[src/rtl/key_pkg.sv]
// Shared types, default timing constants and a width helper for the key
// debounce block.
package key_pkg;

  typedef enum logic [1:0] {
    IDLE       = 2'd0,
    DB_PRESS   = 2'd1,
    HELD       = 2'd2,
    DB_RELEASE = 2'd3
  } key_state_t;

  // 1 ms tick at a 50 MHz clock.
  localparam int TICK_DIV_1MS       = 50000;
  localparam int DEBOUNCE_TICKS_DEF = 20;
  localparam int LONG_TICKS_DEF     = 1000;

  // Bits needed to hold values 0..value-1, never less than 1.
  function automatic int clog2_w(input int value);
    int w;
    for (w = 1; (1 << w) < value; w++) begin
    end
    return w;
  endfunction

endpackage

[src/rtl/key_debounce_ch.sv]
// One key channel: two-flop synchronizer, polarity normalisation and the
// debounce / hold state machine with its registered pulse outputs.
module key_debounce_ch
  import key_pkg::*;
#(
  parameter int DEBOUNCE_TICKS = DEBOUNCE_TICKS_DEF,
  parameter int LONG_TICKS     = LONG_TICKS_DEF,
  parameter int ACTIVE_LOW     = 1
) (
  input  logic clk,
  input  logic nrst,
  input  logic tick,
  input  logic raw,
  output logic key_level,
  output logic key_press,
  output logic key_release,
  output logic key_long
);

  localparam int DB_W   = clog2_w(DEBOUNCE_TICKS + 1);
  localparam int HOLD_W = clog2_w(LONG_TICKS + 1);

  localparam logic [DB_W-1:0]   DB_LAST   = DB_W'(DEBOUNCE_TICKS - 1);
  localparam logic [HOLD_W-1:0] HOLD_LAST = HOLD_W'(LONG_TICKS - 1);
  localparam logic [HOLD_W-1:0] HOLD_MAX  = HOLD_W'(LONG_TICKS);

  // Released level of the pin, so leaving reset looks like "not pressed".
  localparam logic REL_LVL = (ACTIVE_LOW != 0) ? 1'b1 : 1'b0;

  logic              sync1;
  logic              sync2;
  logic              p;
  key_state_t        state;
  logic [DB_W-1:0]   db_cnt;
  logic [HOLD_W-1:0] hold_cnt;
  logic              long_done;

  logic hold_step;
  logic long_hit;
  logic rel_done;

  // Bring the asynchronous pin into the clk domain.
  always_ff @(posedge clk or negedge nrst) begin
    if (!nrst) begin
      sync1 <= REL_LVL;
      sync2 <= REL_LVL;
    end else begin
      sync1 <= raw;
      sync2 <= sync1;
    end
  end

  assign p = (ACTIVE_LOW != 0) ? ~sync2 : sync2;

  assign hold_step = tick && (hold_cnt != HOLD_MAX);
  assign long_hit  = tick && (hold_cnt == HOLD_LAST) && !long_done;
  assign rel_done  = !p && tick && (db_cnt == DB_LAST);

  // Debounce FSM; all outputs registered, pulses default low every cycle.
  always_ff @(posedge clk or negedge nrst) begin
    if (!nrst) begin
      state       <= IDLE;
      db_cnt      <= '0;
      hold_cnt    <= '0;
      long_done   <= 1'b0;
      key_level   <= 1'b0;
      key_press   <= 1'b0;
      key_release <= 1'b0;
      key_long    <= 1'b0;
    end else begin
      key_press   <= 1'b0;
      key_release <= 1'b0;
      key_long    <= 1'b0;
      case (state)
        IDLE: begin
          if (p) begin
            state  <= DB_PRESS;
            db_cnt <= '0;
          end
        end
        DB_PRESS: begin
          if (!p) begin
            state <= IDLE;
          end else if (tick) begin
            if (db_cnt == DB_LAST) begin
              state     <= HELD;
              key_press <= 1'b1;
              key_level <= 1'b1;
              hold_cnt  <= '0;
              long_done <= 1'b0;
            end else begin
              db_cnt <= db_cnt + DB_W'(1);
            end
          end
        end
        HELD: begin
          if (hold_step) hold_cnt <= hold_cnt + HOLD_W'(1);
          if (long_hit) begin
            key_long  <= 1'b1;
            long_done <= 1'b1;
          end
          if (!p) begin
            state  <= DB_RELEASE;
            db_cnt <= '0;
          end
        end
        DB_RELEASE: begin
          if (hold_step) hold_cnt <= hold_cnt + HOLD_W'(1);
          // A release accepted on this tick wins over a long-press.
          if (long_hit && !rel_done) begin
            key_long  <= 1'b1;
            long_done <= 1'b1;
          end
          if (p) begin
            state <= HELD;
          end else if (rel_done) begin
            state       <= IDLE;
            key_release <= 1'b1;
            key_level   <= 1'b0;
          end else if (tick) begin
            db_cnt <= db_cnt + DB_W'(1);
          end
        end
        default: state <= IDLE;
      endcase
    end
  end

endmodule

[src/rtl/key_debounce_ctrl.sv]
// Key debounce controller: shared tick prescaler plus one debounce channel
// per key, producing clean level, press, release and long-press pulses.
module key_debounce_ctrl
  import key_pkg::*;
#(
  parameter int N_KEYS         = 4,
  parameter int TICK_DIV       = TICK_DIV_1MS,
  parameter int DEBOUNCE_TICKS = DEBOUNCE_TICKS_DEF,
  parameter int LONG_TICKS     = LONG_TICKS_DEF,
  parameter int ACTIVE_LOW     = 1
) (
  input  logic              clk,
  input  logic              nrst,
  input  logic [N_KEYS-1:0] key_raw,
  output logic [N_KEYS-1:0] key_level,
  output logic [N_KEYS-1:0] key_press,
  output logic [N_KEYS-1:0] key_release,
  output logic [N_KEYS-1:0] key_long,
  output logic              tick
);

  localparam int DIV_W = clog2_w(TICK_DIV);
  localparam logic [DIV_W-1:0] DIV_LAST = DIV_W'(TICK_DIV - 1);

  if (DEBOUNCE_TICKS < 1 || LONG_TICKS <= DEBOUNCE_TICKS || TICK_DIV < 1) begin : g_bad_params
    $error("key_debounce_ctrl: need DEBOUNCE_TICKS >= 1, LONG_TICKS > DEBOUNCE_TICKS, TICK_DIV >= 1");
  end

  logic [DIV_W-1:0] div_cnt;

  // Free-running prescaler counting 0..TICK_DIV-1.
  always_ff @(posedge clk or negedge nrst) begin
    if (!nrst) begin
      div_cnt <= '0;
    end else if (div_cnt == DIV_LAST) begin
      div_cnt <= '0;
    end else begin
      div_cnt <= div_cnt + DIV_W'(1);
    end
  end

  assign tick = (div_cnt == DIV_LAST);

  for (genvar gi = 0; gi < N_KEYS; gi++) begin : g_ch
    key_debounce_ch #(
      .DEBOUNCE_TICKS(DEBOUNCE_TICKS),
      .LONG_TICKS    (LONG_TICKS),
      .ACTIVE_LOW    (ACTIVE_LOW)
    ) u_ch (
      .clk        (clk),
      .nrst       (nrst),
      .tick       (tick),
      .raw        (key_raw[gi]),
      .key_level  (key_level[gi]),
      .key_press  (key_press[gi]),
      .key_release(key_release[gi]),
      .key_long   (key_long[gi])
    );
  end

endmodule
[config.mk]
export PLATFORM = sky130hd
export DESIGN_NAME = key_debounce_ctrl
export DESIGN_NICKNAME = d
export VERILOG_FILES = /design/src/rtl/key_pkg.sv /design/src/rtl/key_debounce_ch.sv /design/src/rtl/key_debounce_ctrl.sv
export SDC_FILE = /design/constraint.sdc
export NUM_CORES = 1
export LEC_CHECK = 0
export CORE_ASPECT_RATIO = 1.1
export CORE_MARGIN = 2
export CORE_UTILIZATION = 30
export DETAILED_ROUTE_END_ITERATION = 16
export GPL_TIMING_DRIVEN = 0
export PLACE_DENSITY = 0.48
export SYNTH_ARGS = -nofsm -noshare
export SYNTH_HDL_FRONTEND = slang
export SYNTH_SLANG_ARGS = --single-unit
export TNS_END_PERCENT = 100
[constraint.sdc]
create_clock -name clk -period 6.6 [get_ports clk]
set_input_delay 1.32 -clock clk [delete_from_list [all_inputs] [get_ports clk]]
set_output_delay 1.32 -clock clk [all_outputs]
set_load 0.05 [all_outputs]
# [Word-level counts from Yosys, hierarchy flattened]
# Cells that the tools add are included.
[totals] regBits=112 out_inout_bits=17 elab_cells=388
[op_classes] add_sub_neg=9 n_eq_ne=89 muxes=177 reduce_logical=72
[ops] cell="$mux W10" count=16
[ops] cell="$mux W5" count=32
[ops] cell="$pmux W10 S2" count=4
[ops] cell="$pmux W5 S4" count=4
[ops] cell="$mux W1" count=76
[ops] cell="$ne A2 B1 Y1 const B" count=30
[ops] cell="$mux W2" count=28
[ops] cell="$reduce_and A6 Y1" count=8
[ops] cell="$ne A2 B2 Y1 const B" count=22
[ops] cell="$add A10 B1 Y10 const B" count=4
[ops] cell="$eq A10 B10 Y1 const B" count=4
[ops] cell="$ne A10 B10 Y1 const B" count=4
[ops] cell="$reduce_and A5 Y1" count=8
[ops] cell="$pmux W2 S4" count=4
[ops] cell="$reduce_and A8 Y1" count=4
[ops] cell="$logic_and A1 B1 Y1" count=24
[ops] cell="$add A5 B1 Y5 const B" count=4
[ops] cell="$eq A5 B5 Y1 const B" count=4
[ops] cell="$add A16 B1 Y16 const B" count=1
[ops] cell="$eq A16 B16 Y1 const B" count=1
[ops] cell="$eq A2 B2 Y1 const B" count=8
[ops] cell="$mux W16" count=1
[ops] cell="$pmux W1 S2" count=8
[ops] cell="$reduce_bool A2 Y1" count=8
[ops] cell="9 further kinds" count=40

# [Depth between registers and ports, before layout]
# Gate-level depths: netlist of run 1.
[depth] word_depth=7 ltp_mapped=8

# [Cells and area by module]
# From an unflattened synthesis of run 1, not the netlist that was laid out.
[unflattened] cells_unflattened=559 hier_area_um2=5736.8
[by_module_without_submodules] module="key_debounce_ch (g_ch[0].u_ch ...)" n_inst=2 cells_each=125 area_per_inst_um2=1263.7
[by_module_without_submodules] module="key_debounce_ch (g_ch[1].u_ch)" n_inst=1 cells_each=127 area_per_inst_um2=1252.5
[by_module_without_submodules] module="key_debounce_ch (g_ch[3].u_ch)" n_inst=1 cells_each=115 area_per_inst_um2=1192.4
[by_module_without_submodules] module="key_debounce_ctrl" n_inst=1 cells_each=67 area_per_inst_um2=764.5

# [Worst setup path before layout of run 1]
# Ideal clock, no wire load.
[synth_path] kind="register -> output" startpoint="register div_cnt[4]" endpoint="output tick" arrival_time_ps=2166 t_required_ps=5280 path_slack_ps=3114 path_stages_with_launch=6 path_buffers=2 path_cell_list="dfrtp_1 -> or4b_1 -> or4_1 -> inv_2 -> buf_2 -> buf_2"
[synth_between] elab_chain_len=1
[synth_rtl] element="start, declared" line="key_debounce_ctrl.sv:29" source="logic [DIV_W-1:0] div_cnt;"
[synth_rtl] element="start signal, assigned" line="key_debounce_ctrl.sv:38" source="div_cnt <= div_cnt + DIV_W'(1);"
[synth_rtl] element="$eq A16 B16 Y1" line="key_debounce_ctrl.sv:42" source="assign tick = (div_cnt == DIV_LAST);"
[synth_rtl] element="end, declared" line="key_debounce_ctrl.sv:19" source="output logic tick"
# Every way passes these cells.

# [Worst setup path after layout of run 1]
[layout_path] startpoint="register div_cnt[7]" endpoint="output tick"
# Same word-level chain as after synthesis.

==> results.ini, run 1 <==
[status]
status = finished, final reports clean

[critical_path]
crit_start = div_cnt[7]
critPathLaunchType = flip-flop
worst_r2r_endpoint = g_ch[2].u_ch.hold_cnt[5]
r2r_cells = 6
crit_end = tick
r2r-start = div_cnt[7]
rrSetupSlack_ns = 3.57
cp_max_fo = 10
cp.arrival_ns = 3.65
path_class = flip-flop to primary output
cp-end-kind = primary output
required_ns = 5.28

[yosys]
synth_edf_count = 0
netlist_area_sq_um = 5670
ys_ff_latch = 112
synth_ff_type = dfrtp_1
syn_area_per_cell_sq_um = 10.0
seq_area_frac_synth_pct = 49.6
syn_inst = 566
yosysWarnings = 0
async_reset_ff_share_pct = 100
synth_cell_types = 56
synth_fp_nets = 585

[die]
dieHeight_um = 148
initial_utilization_pct = 30.7
fp-row-count = 52
core-area_sq_um = 18500
die-area_sq_um = 20000
ios = 23
die_w_um = 135

[route]
drt_first_pass_iters = 5
viasPerCell = 4.89
wl_um = 12100
post-route-drc-count = 0
wl_per_cell_um = 14.3
routed-via-count = 4147
dr.first_iter.drc_count = 276
ant_nets = 0

[power_and_ir_drop]
power_mw = 1.33
power_frac_comb_pct = 2.2
swShare_pct = 21.5
p_sw_mw = 0.286
pwr-share-seq_pct = 52.2
clockPowerShare_pct = 45.6
p_per_area_nw_per_um2 = 203
peakVddDrop_mv = 0.133
p_leak_nw = 2.79
p_int_mw = 1.04

[timing]
max_slew_margin_pct = 28.6
finalCriticalPeriod_ns = 4.97
rsz0062_at_grt = false
fin_ws_ns = 1.63
worstMarginPinSlew_ns = 1.06
clock_skew_ns = 0.0111
drv_slew = 0
timing.final.crit_share_pct = 75.3
finalSetupViolCount = 0
finalHoldViolCount = 0
max_freq_ghz = 0.201

[grt]
grt_start_max_net_pins = 86
grt_pass1_wl_um = 21100
grt_overflow = 0
antenna_found_initial = 0
grt_usage_pct = 13.1
grt_pass1_vias = 4223

[cells_and_area]
syn_to_final_growth_pct = 15.6
nets = 619
layout_common_cells = dfrtp_1 (104), nor2_1 (74), nand2_1 (41)
diodes = 0
layout_commonest_cell = dfrtp_1
n_fill_cell = 1900
drive_gt1_share_pct = 10.1

[clock_network]
clockRootBuffer = clkbuf_16
cts_buffers = 9
cts_hold_buf = 0
cts_setup_buffers = 0
cts_tree = built
clk_pin_slew_ns = 0.08
htree_levels = 3
ctsLongestPathBuffers = 2
insertion_delay_ns = 0.35
cts_repair_resize_count = 0
cts.sinks = 112

[placed_design]
portBuffers = 22
hpwl_um = 8410
gp_congestion = 0.811
dp_slack_ns = 1.99

[flow_run]
maxCapViolations = 0

[worst_hold_path]
min_path_type = flip-flop to flip-flop

area by class of cell:
cell class              count  area, sq um  area share [%]
clock buffers              10          239            3.65
well taps                 243          304            4.64
inverters                  24         90.1            1.38
repair buffers             23          249            3.80
plain buffers              37          214            3.27
flip-flops and latches    112         2810            42.9
clock inverters             6         91.3            1.39
multi-input cells         393         2550            38.9
cell families after synthesis:
| family | share of synthesized area [%] |
|---|---|
| simple gates | 22.5 |
| fa+ha+maj | 2.87 |
| compound gates | 10.4 |
| mux | 1.96 |
| xor+xnor | 7.26 |
| buf+inv | 5.37 |
| flops | 49.6 |
Yosys cell counts (3+ instances only):
cell / n / area (sq um)
mux2_1: 5 / 56.3
nor4_1: 10 / 62.6
nor3_1: 18 / 90.1
o21ai_1: 15 / 75.1
nand3b_1: 3 / 22.5
a2111oi_2: 3 / 45.0
nor2_1: 74 / 278
and3_1: 9 / 56.3
nand4b_1: 3 / 26.3
dfrtp_1: 104 / 2600
buf_2: 6 / 30.0
a21oi_1: 16 / 80.1
and4_1: 6 / 52.6
xnor2_1: 26 / 228
mux2_2: 4 / 45.0
o211ai_1: 3 / 22.5
clkbuf_1: 13 / 48.8
xor2_1: 21 / 184
a211oi_1: 4 / 30.0
or4_1: 6 / 45.0
or4b_1: 3 / 30.0
buf_4: 16 / 120
nor4bb_1: 5 / 50.1
nand3_1: 32 / 160
inv_1: 23 / 86.3
a22o_1: 21 / 184
dfstp_2: 8 / 210
o31ai_1: 3 / 22.5
nand4_1: 17 / 106
nand2_1: 41 / 154
ha_1: 13 / 163
a31oi_1: 3 / 18.8
worst min-delay path by stage:
stage                       startpoint                  to  slack, ns  cells past startpoint
floorplan           g_ch[0].u_ch.sync1  g_ch[0].u_ch.sync2       0.35                      0
global placement    g_ch[3].u_ch.sync1  g_ch[3].u_ch.sync2       0.35                      0
detailed placement  g_ch[3].u_ch.sync1  g_ch[3].u_ch.sync2       0.35                      0
CTS                 g_ch[3].u_ch.sync1  g_ch[3].u_ch.sync2       0.36                      0
global route        g_ch[0].u_ch.sync1  g_ch[0].u_ch.sync2       0.36                      0
finish              g_ch[3].u_ch.sync1  g_ch[3].u_ch.sync2       0.36                      0
metrics by stage:
stage	std cells	hold slack (ns)	util (%)	TNS [ns]	area [sq um]
2_1_floorplan	566	0.345	-	0	5670
3_3_place_gp	831	0.347	33.5	-30.61	6190
3_5_place_dp	832	0.347	33.7	0	6220
4_1_cts	848	0.358	35.4	0	6550
5_1_grt	848	0.361	35.4	0	6550
6_report	848	0.357	35.4	0	6550
critical path, stage by stage, from the launching register on:
cell	delay, ns
dfrtp_1	0.43
or4b_1	0.58
or4_1	0.58
inv_2	0.22
buf_2	0.31
buf_2	0.30
clkdlybuf4s50_1	0.85
power by group through the flow:
| stage | logic [mW] | registers [mW] | clock network (mW) |
|---|---|---|---|
| floorplan | 0.00845 | 0.707 | 0 |
| global placement | 0.0280 | 0.708 | 0 |
| detailed placement | 0.0307 | 0.708 | 0 |
| CTS | 0.0307 | 0.694 | 0.628 |
| global route | 0.0344 | 0.695 | 0.654 |
| finish | 0.0292 | 0.694 | 0.607 |
flip-flops by register name (all words and copies together) (netlist names), named ones only:
name / cells
g_ch.u_ch.key_long: 4
g_ch.u_ch.db_cnt: 20
g_ch.u_ch.sync2: 4
g_ch.u_ch.state: 4
g_ch.u_ch.long_done: 4
g_ch.u_ch.key_press: 4
div_cnt: 16
g_ch.u_ch.key_level: 4
g_ch.u_ch.hold_cnt: 40
g_ch.u_ch.key_release: 4
g_ch.u_ch.sync1: 4
per-layer routing:
layer / track usage [%] / wire (um)
met1: 17.6 / 5760
met4: 4.79 / 223
met3: 2.15 / 353
met5: 0 / 0
met2: 21.2 / 5800
Power figures use the tool's default switching activity.
==> run 2, diff against run 1 <==
Clock period 6.6 ns to 5.2 ns, I/O delays scaled along.
==> results of run 2 <==
The final DEF is identical to that of run 1. Status: finished, final reports clean.
Main changes from that run: setup slack after placement 1.99 ns -> 0.865 ns; setup slack after layout 1.63 ns -> 0.511 ns; register-to-register setup slack 3.57 ns -> 2.17 ns; total power 1.33 mW -> 1.69 mW; worst IR drop on VDD 0.133 mV -> 0.169 mV
==> run 3, diff against run 2 <==
--- a/config.mk
+++ b/config.mk
@@ -10,2 +10,3 @@
 export CORE_UTILIZATION = 30
+export CTS_CLUSTER_SIZE = 8
 export DETAILED_ROUTE_END_ITERATION = 16
@@ -13,2 +14,3 @@
 export PLACE_DENSITY = 0.48
+export SLEW_MARGIN = 20
 export SYNTH_ARGS = -nofsm -noshare
--- a/constraint.sdc
+++ b/constraint.sdc
@@ -3,2 +3,2 @@
 set_output_delay 1.04 -clock clk [all_outputs]
-set_load 0.05 [all_outputs]
+set_load 0.1 [all_outputs]
==> results.ini, run 3 (synthesis results as in run 1) <==
[status]
status = finished, final reports clean

[timing]
drv_slew = 0
fin_ws_ns = 0.198
finalCriticalPeriod_ns = 5.00
worstMarginPinSlew_ns = 1.04
finalHoldViolCount = 0
rsz0062_at_grt = false
timing.final.crit_share_pct = 96.2
finalSetupViolCount = 0
max_freq_ghz = 0.200
tns_ns = 0
max_slew_margin_pct = 29.7
clock_skew_ns = 0.00866

[die]
initial_utilization_pct = 30.7
ios = 23
core-area_sq_um = 18500
die-area_sq_um = 20000
fp-row-count = 52
die_w_um = 135
dieHeight_um = 148

[cells_and_area]
nets = 619
drive_gt1_share_pct = 9.75
seq_area_sq_um = 2810
regMostFlops = g_ch.u_ch.hold_cnt
syn_to_final_growth_pct = 15.3
layout_common_cells = dfrtp_1 (104), nor2_1 (74), nand2_1 (41)
layout_commonest_cell = dfrtp_1
multi_input_comb_area_sq_um = 2550
n_fill_cell = 1870
stdcell_area_sq_um = 6530
diodes = 0
top_regs = g_ch.u_ch.hold_cnt (40), g_ch.u_ch.db_cnt (20), div_cnt (16)
largest_reg_flops = 40

[clock_network]
clockRootBuffer = clkbuf_16
ctsLongestPathBuffers = 2
cts_tree = built
cts_hold_buf = 0
cts_setup_buffers = 0
cts.sinks = 112
cts_buffers = 9
clk_pin_slew_ns = 0.07
insertion_delay_ns = 0.35
htree_levels = 3
cts_repair_resize_count = 0

[worst_hold_path]
min_path_type = flip-flop to flip-flop

[critical_path]
cp-end-kind = primary output
rrSetupSlack_ns = 2.20
cp_common_cell = buf_2
cp_max_fo = 10
required_ns = 4.16
path_class = flip-flop to primary output
r2r-start = div_cnt[7]
crit_start = div_cnt[7]
max_stage_delay_ns = 1.18
critPathLaunchType = flip-flop
critPathBufInv = 4
cpLargestDelayFamily = buffers and inverters
r2r_cells = 6
worst_r2r_endpoint = g_ch[2].u_ch.hold_cnt[5]
crit_slowest_cell = clkdlybuf4s50_1
crit_end = tick
cp.arrival_ns = 3.96
cp.depth = 6
path_cells = or4b_1 > or4_1 > inv_2 > buf_2 > buf_2 > clkdlybuf4s50_1

[route]
wl_per_cell_um = 14.4
dr.first_iter.drc_count = 263
viasPerCell = 4.89
drt_first_pass_iters = 4
post-route-drc-count = 0
routed-via-count = 4143
ant_nets = 0
wl_um = 12200

[placed_design]
hpwl_um = 8380
placed_area_sq_um = 6220
portBuffers = 22
dp_slack_ns = 0.532
gp_congestion = 0.811

[power_and_ir_drop]
peakVddDrop_mv = 0.181
power_frac_comb_pct = 2.2
swShare_pct = 21.3
power_mw = 1.66
clockPowerShare_pct = 44.8
p_sw_mw = 0.355
p_per_area_nw_per_um2 = 255
pwr-share-seq_pct = 53.0
p_leak_nw = 2.78
p_int_mw = 1.31

[grt]
antenna_found_initial = 0
grt_pass1_vias = 4153
grt_overflow = 0
grt_start_max_net_pins = 67
grt_pass1_wl_um = 20800
grt_usage_pct = 13.0

[flow_run]
maxCapViolations = 0

==> run 3: cell count changes in the layout (fill, tap and decap cells not counted) <==
cell,before,now
clkinvlp_4,2,1
clkinv_4,0,1
inv_8,1,0
clkbuf_1,13,15
clkbuf_8,1,0
==> run 3: layout make-up <==
type,instances,share of cell area (%)
buffer,37,3.27
clock buffer,11,3.56
clock inverter,5,1.24
inverter,24,1.38
multi-input combinational,393,39.0
sequential,112,43.0
tap,243,4.65
timing repair buffer,23,3.81
==> run 3: power groups by stage <==
stage	combinational (mW)	clock, mW	sequential [mW]
finish	0.0371	0.746	0.881
global route	0.0436	0.795	0.882
CTS	0.0392	0.769	0.881
detailed placement	0.0393	0	0.898
global placement	0.0355	0	0.899
floorplan	0.0107	0	0.897
==> run 3: how the worst min path moves through the flow <==
stage	cells after the start	end	start
floorplan	0	g_ch[0].u_ch.sync2	g_ch[0].u_ch.sync1
global placement	0	g_ch[3].u_ch.sync2	g_ch[3].u_ch.sync1
detailed placement	0	g_ch[3].u_ch.sync2	g_ch[3].u_ch.sync1
CTS	0	g_ch[3].u_ch.sync2	g_ch[3].u_ch.sync1
global route	0	g_ch[3].u_ch.sync2	g_ch[3].u_ch.sync1
finish	0	g_ch[3].u_ch.sync2	g_ch[3].u_ch.sync1
==> run 3: metrics by stage <==
stage                     hold slack, ns  util, %  instances
after global placement             0.347     33.5        831
final                              0.357     35.4        848
after detailed placement           0.347     33.7        832
after global routing               0.363     35.4        848
after floorplan                    0.345        -        566
after CTS                          0.358     35.4        848
==> run 3: metal layers <==
layer	wire length, um	part of all wire, %	GRT usage (%)	vias up
met4	231	1.9	5.21	0
met3	240	2.0	1.94	14
met1	6030	49	17.4	2023
li1	-	-	-	2073
met5	0	0	0	-
met2	5720	47	21.2	33
